<file path="src/rtl/fifo_burst_drain.sv">
// Read-side drain stage for a 1-cycle-latency FIFO: credit-based pop issue, skid buffer,
// fixed-length burst framing with first/last flags and a completed-burst counter.
module fifo_burst_drain #(
   parameter int unsigned FIFO_W    = 32,
   parameter int unsigned BUF_D     = 3,
   parameter int unsigned BURST_LEN = 4,
   parameter int unsigned CNT_W     = 16
) (
   input  logic              clk,
   input  logic              reset,
   input  logic              fifo_empty,
   output logic              fifo_rd_en,
   input  logic [FIFO_W-1:0] fifo_rdata,
   output logic              m_valid,
   input  logic              m_ready,
   output logic [FIFO_W-1:0] m_data,
   output logic              m_first,
   output logic              m_last,
   output logic [CNT_W-1:0]  burst_cnt,
   output logic              busy
);

   localparam int unsigned HW = $clog2(BUF_D + 1);
   localparam int unsigned PW = (BUF_D > 1) ? $clog2(BUF_D) : 1;
   localparam int unsigned BW = (BURST_LEN > 1) ? $clog2(BURST_LEN) : 1;

   localparam logic [HW:0]   BufDepth = (HW + 1)'(BUF_D);
   localparam logic [PW-1:0] PtrLast  = PW'(BUF_D - 1);
   localparam logic [BW-1:0] BeatLast = BW'(BURST_LEN - 1);

   logic [FIFO_W-1:0] mem_q [BUF_D];
   logic [HW-1:0]     held_q, held_d;
   logic              inflight_q, inflight_d;
   logic [PW-1:0]     rd_ptr_q, rd_ptr_d;
   logic [PW-1:0]     wr_ptr_q, wr_ptr_d;
   logic [BW-1:0]     beat_q, beat_d;
   logic [CNT_W-1:0]  cnt_q, cnt_d;

   logic [HW:0] occupancy;
   logic        capture;
   logic        xfer;
   logic        at_last;

   // Credit counts words held plus the one in flight, so a capture always has room.
   assign occupancy  = {1'b0, held_q} + {{HW{1'b0}}, inflight_q};
   assign fifo_rd_en = !reset && !fifo_empty && (occupancy < BufDepth);

   assign capture   = inflight_q;
   assign m_valid   = !reset && (held_q != '0);
   assign xfer      = m_valid && m_ready;
   assign m_data    = mem_q[rd_ptr_q];
   assign at_last   = (beat_q == BeatLast);
   assign m_first   = (beat_q == '0);
   assign m_last    = at_last;
   assign burst_cnt = reset ? '0 : cnt_q;
   assign busy      = !reset && ((held_q != '0) || inflight_q || (beat_q != '0));

   always_comb begin
      held_d     = held_q;
      inflight_d = fifo_rd_en;
      rd_ptr_d   = rd_ptr_q;
      wr_ptr_d   = wr_ptr_q;
      beat_d     = beat_q;
      cnt_d      = cnt_q;

      if (capture && !xfer) begin
         held_d = held_q + HW'(1);
      end else if (!capture && xfer) begin
         held_d = held_q - HW'(1);
      end

      if (capture) begin
         wr_ptr_d = (wr_ptr_q == PtrLast) ? '0 : wr_ptr_q + PW'(1);
      end

      if (xfer) begin
         rd_ptr_d = (rd_ptr_q == PtrLast) ? '0 : rd_ptr_q + PW'(1);
         beat_d   = at_last ? '0 : beat_q + BW'(1);
         if (at_last) begin
            cnt_d = cnt_q + CNT_W'(1);
         end
      end
   end

   always_ff @(posedge clk) begin
      if (reset) begin
         held_q     <= '0;
         inflight_q <= 1'b0;
         rd_ptr_q   <= '0;
         wr_ptr_q   <= '0;
         beat_q     <= '0;
         cnt_q      <= '0;
      end else begin
         held_q     <= held_d;
         inflight_q <= inflight_d;
         rd_ptr_q   <= rd_ptr_d;
         wr_ptr_q   <= wr_ptr_d;
         beat_q     <= beat_d;
         cnt_q      <= cnt_d;
      end
   end

   // Storage needs no reset; held_q alone says which entries are live.
   always_ff @(posedge clk) begin
      if (!reset && capture) begin
         mem_q[wr_ptr_q] <= fifo_rdata;
      end
   end

endmodule

</file>
<file path="config.mk">
export PLATFORM = sky130hd
export DESIGN_NAME = fifo_burst_drain
export DESIGN_NICKNAME = d
export VERILOG_FILES = /design/src/rtl/fifo_burst_drain.sv
export SDC_FILE = /design/constraint.sdc
export NUM_CORES = 1
export LEC_CHECK = 0
export ABC_AREA = 1
export ABC_CLOCK_PERIOD_IN_PS = 3500
export CAP_MARGIN = 15
export CORE_MARGIN = 10
export CORE_UTILIZATION = 43
export DETAILED_ROUTE_END_ITERATION = 7
export GPL_TIMING_DRIVEN = 1
export PLACE_DENSITY = 0.7
export SYNTH_ARGS = -nofsm -noshare
export SYNTH_HDL_FRONTEND = slang
export SYNTH_SLANG_ARGS = --single-unit
</file>
<file path="constraint.sdc">
create_clock -name clk -period 3.5 [get_ports clk]
set_input_delay 0.7 -clock clk [delete_from_list [all_inputs] [get_ports clk]]
set_output_delay 0.7 -clock clk [all_outputs]
set_load 0.02 [all_outputs]
</file>
# Word-level counts from Yosys, hierarchy flattened
# Memory sizes are Yosys's and may differ from the RTL's. A register that Yosys moved wholly into a read port is not among the register bits.
# Index checks and enable logic that the tools add are counted.
[totals]
ff_bits = 25
ram_bits = 96
in_bits = 36
out_inout_bits = 53
word_cells = 47
mem_count = 1
[memory_table]
columns = ["name", "depth", "width", "rd", "rd_ports_with_merged_regs", "write_ports", "line", "rtl"]
rows = [
  ["mem_q", 3, 32, 1, 1, 1, "31", "logic [FIFO_W-1:0] mem_q [BUF_D];"],
]
[classes]
addsub = 7
magnitude_cmp = 1
eq_ne = 3
n_mux = 10
reduce_logical = 19
[op_table]
columns = ["cell", "count"]
rows = [
  ["$add 16x1->16 const B", 1],
  ["$mux 16", 1],
  ["$mux 2", 7],
  ["$add 2x1->2 const B", 4],
  ["$logic_and 1x1->1", 8],
  ["$eq 2x2->1 const B", 3],
  ["$reduce_bool 2->1", 3],
  ["$logic_not 1->1", 4],
  ["$add 2x1->3", 1],
  ["$lt 3x2->1 const B", 1],
  ["$logic_not 2->1", 1],
  ["$logic_or 1x1->1", 2],
  ["$mux 1", 2],
  ["$reduce_and 2->1", 1],
  ["$sub 2x1->2 const B", 1],
]

# Logic depth before layout (Yosys ltp)
[logic_depth]
depth_word = 6
depth_mapped = 9
mapped_depth_nobuf = 8

# Worst setup path after synthesis
# No wires, ideal clock.
[synth_timing]
kind = "input port to flip-flop"
from = "input reset"
to = "memory mem_q[0][0] (enable)"
setup_time_ns = 0.464
arrival_time_ns = 3.310
required_time_ns = 3.036
setup_slack_ns = -0.273
stages = 5
n_path_buf = 2
cell_sequence = "buf_6 -> inv_8 -> buf_12 -> nand2_1 -> nor3_1"
[synth_via]
elab_chain_cells = 4
[synth_lines]
columns = ["element", "line", "rtl"]
rows = [
  ["from (decl)", "10", "input logic reset,"],
  ["$logic_not 1->1", "105", "if (!reset && capture) begin"],
  ["$logic_and 1x1->1", "105", ""],
  ["$mux 1", "105", ""],
  ["$mux 1 (not written as such)", "106", "mem_q[wr_ptr_q] <= fifo_rdata;"],
  ["to (decl)", "31", ""],
]
# No other way between the ends.

# Final worst setup path
[layout_timing]
from = "register inflight_q, in the netlist capture"
to = "output fifo_rd_en"
[layout_via]
elab_chain_cells = 3
[layout_lines]
columns = ["element", "line", "rtl"]
rows = [
  ["from (decl)", "33", "logic inflight_q, inflight_d;"],
  ["from (signal assigned)", "95", "inflight_q <= inflight_d;"],
  ["$add 2x1->3", "45", "assign occupancy = {1'b0, held_q} + {{HW{1'b0}}, inflight_q};"],
  ["$lt 3x2->1", "46", "assign fifo_rd_en = !reset && !fifo_empty && (occupancy < BufDepth);"],
  ["$logic_and 1x1->1", "46", ""],
  ["to (decl)", "12", "output logic fifo_rd_en,"],
]
# No other way between the ends.

==> run metrics <==
Most used DFF post-synth=edfxtp_1; post-place instance area=6070 um^2; Clk Latency, worst-skew pair=0.40 ns; Post-Route Skew=0.00799 ns; max-cap viol count=0; Final Cycle Share=86.3%; die height=128 um; die area=16,300 um^2; FP Rows=39; final slew viol count=0; Initial Util=43.8%; Tightest Pin Transition=0.470 ns; Worst slew margin=68.7%; Area growth syn-to-layout=33.8%; fmax=331 MHz; Sink Count=123; vias in the first global route=3,684; Post-synth EDFFs=96; Root Buffer=clkbuf_16; total power=3.96 mW; TNS Setup=0 ns; First-pass DRT Iterations=4; post-synthesis net count=495; share of layout cells above drive strength 1=10.8%; # resized after CTS=0; Die W=128 um; DR iter-0 viols=159; vias after detailed routing=3,598; critical path's largest stage delay=0.68 ns; final instance area=6690 um^2; GP Congestion=0.836; initial antenna violation count=0; Final Net Count=592; CP required=2.80 ns; share of the synthesized area in the top cell type=57.7%; Final Util=58.6%; post-synthesis area per instance=11.0 um^2; TritonCTS clock tree=built; PwrDens=592 nW/um^2; Synth warnings=0; Hold Path Class=reg2reg; crit path launch type=flop; Leakage=2.35 nW; post-DR wirelength/cell=16.0 um; Worst path slowest cell=clkdlybuf4s50_1; Yosys cell types=26; post-synth top area cell=edfxtp_1; Syn Std Cell Area=5000 um^2; CP endpoint kind=primary output; FFs w/ async S/R, synth=0%; first-pass GRT wire length=18,100 um; dpl cells=674; WS Path Type=reg2out; Synth area leaders=edfxtp_1 (58%), dfxtp_1 (11%), a21oi_1 (7.6%); GRT Total Usage=13.8%; crit path DAT=2.32 ns; ant diodes=0; Buffers on Ports=88; Critical Path, Cell by Cell=ha_1, ha_1, a2111oi_0, clkdlybuf4s50_1; I/O pin total=89; Seq cells post-synth=123; gr ovfl total=0; setup bufs post-CTS=0; antenna-violating nets left=0; Via-to-Cell Ratio=5.10; status=complete, no violations; DR DRC count=0; top-count cell post-synth=edfxtp_1; Max clock buf depth=2; Final min period=3.02 ns; Commonest cells post-synth=edfxtp_1 (96), a21oi_1 (76), nor2_1 (73); Final Hold Viols=0; Mapped Cells=453; hold buffer count at CTS=0; maximum vdd drop=0.291 mV; Routed WL=11,300 um; endpoints failing setup=0; Non-Filler Instances=706; Max FO, Critical Path=4; clock transition at the registers of the reported paths=0.06 ns; Core Region=11,400 um^2; post-synthesis sequential area ratio=68.5%; dpl hpwl=7350 um; RSZ-0062 raised after global routing=false; CTS Buf Count=17; CTS H-tree depth=4; largest net degree at the start of global routing=33; cell mode on critical path=ha_1
-- worst paths after layout --
path,to,cells past startpoint,slack (ns),startpoint
max,fifo_rd_en,4,0.48,capture
min,beat_q[0],1,0.48,beat_q[0]
max reg2reg,mem_q[0][8],3,1.91,capture
min reg2reg,beat_q[0],1,0.48,beat_q[0]
-- cells in the final DEF (no fill, tap or decap) --
cell type	n
a2111oi_0	2
a21oi_1	76
a31o_2	2
a31oi_1	1
buf_12	1
buf_4	9
bufinv_16	4
clkbuf_16	17
clkdlybuf4s50_1	88
clkinv_2	3
clkinv_4	4
clkinvlp_4	4
dfxtp_1	27
edfxtp_1	96
ha_1	6
inv_1	35
inv_2	1
inv_8	1
nand2_1	67
nand2_2	1
nand3_1	12
nand3_4	1
nand4_4	1
nor2_1	72
nor2_2	4
nor2_4	4
nor3_1	10
nor3_2	2
nor3_4	2
o21ai_0	9
o31ai_1	1
-- sequential cells by signal (all words and copies together), names as in the netlist, named ones only --
signal and cells:
rd_ptr_q 2, cnt_q 16, beat_q 2, capture 1
mem_q 96, wr_ptr_q 2, held_q 2
-- cell type report --
type / instances / area [um^2]
Fill cell: 937 / 4730
Sequential cell: 123 / 3420
Multi-Input combinational cell: 273 / 1350
Timing Repair Buffer: 98 / 968
Clock buffer: 17 / 425
Clock inverter: 15 / 200
Tap cell: 143 / 179
Inverter: 37 / 146
-- layer usage --
layer / track usage [%] / wire, um / vias to the layer above / share of wire (%)
li1: - / - / 1755 / -
met1: 15.7 / 4810 / 1706 / 43
met4: 4.30 / 92 / 0 / 0.81
met3: 6.12 / 918 / 13 / 8.1
met2: 22.8 / 5500 / 124 / 49
met5: 0 / 0 / - / 0
-- cells by family (layout without fill, tap and decap cells) --
logic type      Yosys count  in the layout  share of synthesized area [%]
simple gates            176            176                           15.4
compound gates           91             91                           9.48
buf+inv                  57            167                           5.16
flops                   123            123                           68.5
fa+ha+maj                 6              6                           1.50
-- critical path: cells and delay by family (launching register included) --
kind	cells	cell delay, ns
compound gates	1	0.42
fa+ha+maj	2	0.47
buf+inv	1	0.68
flops	1	0.35
-- report_power, final --
group	switching, mW	total (mW)	internal (mW)
registers	0.0200	1.63	1.61
logic	0.290	0.519	0.229
clock network	0.622	1.81	1.19
-- stage by stage --
step | setup slack, ns | hold slack (ns)
2_1_floorplan | 0.591 | 0.433
3_3_place_gp | 0.611 | 0.463
3_5_place_dp | 0.608 | 0.469
4_1_cts | 0.439 | 0.485
5_1_grt | 0.357 | 0.514
6_report | 0.479 | 0.485
Note: power is estimated with default switching activity, not from simulation.
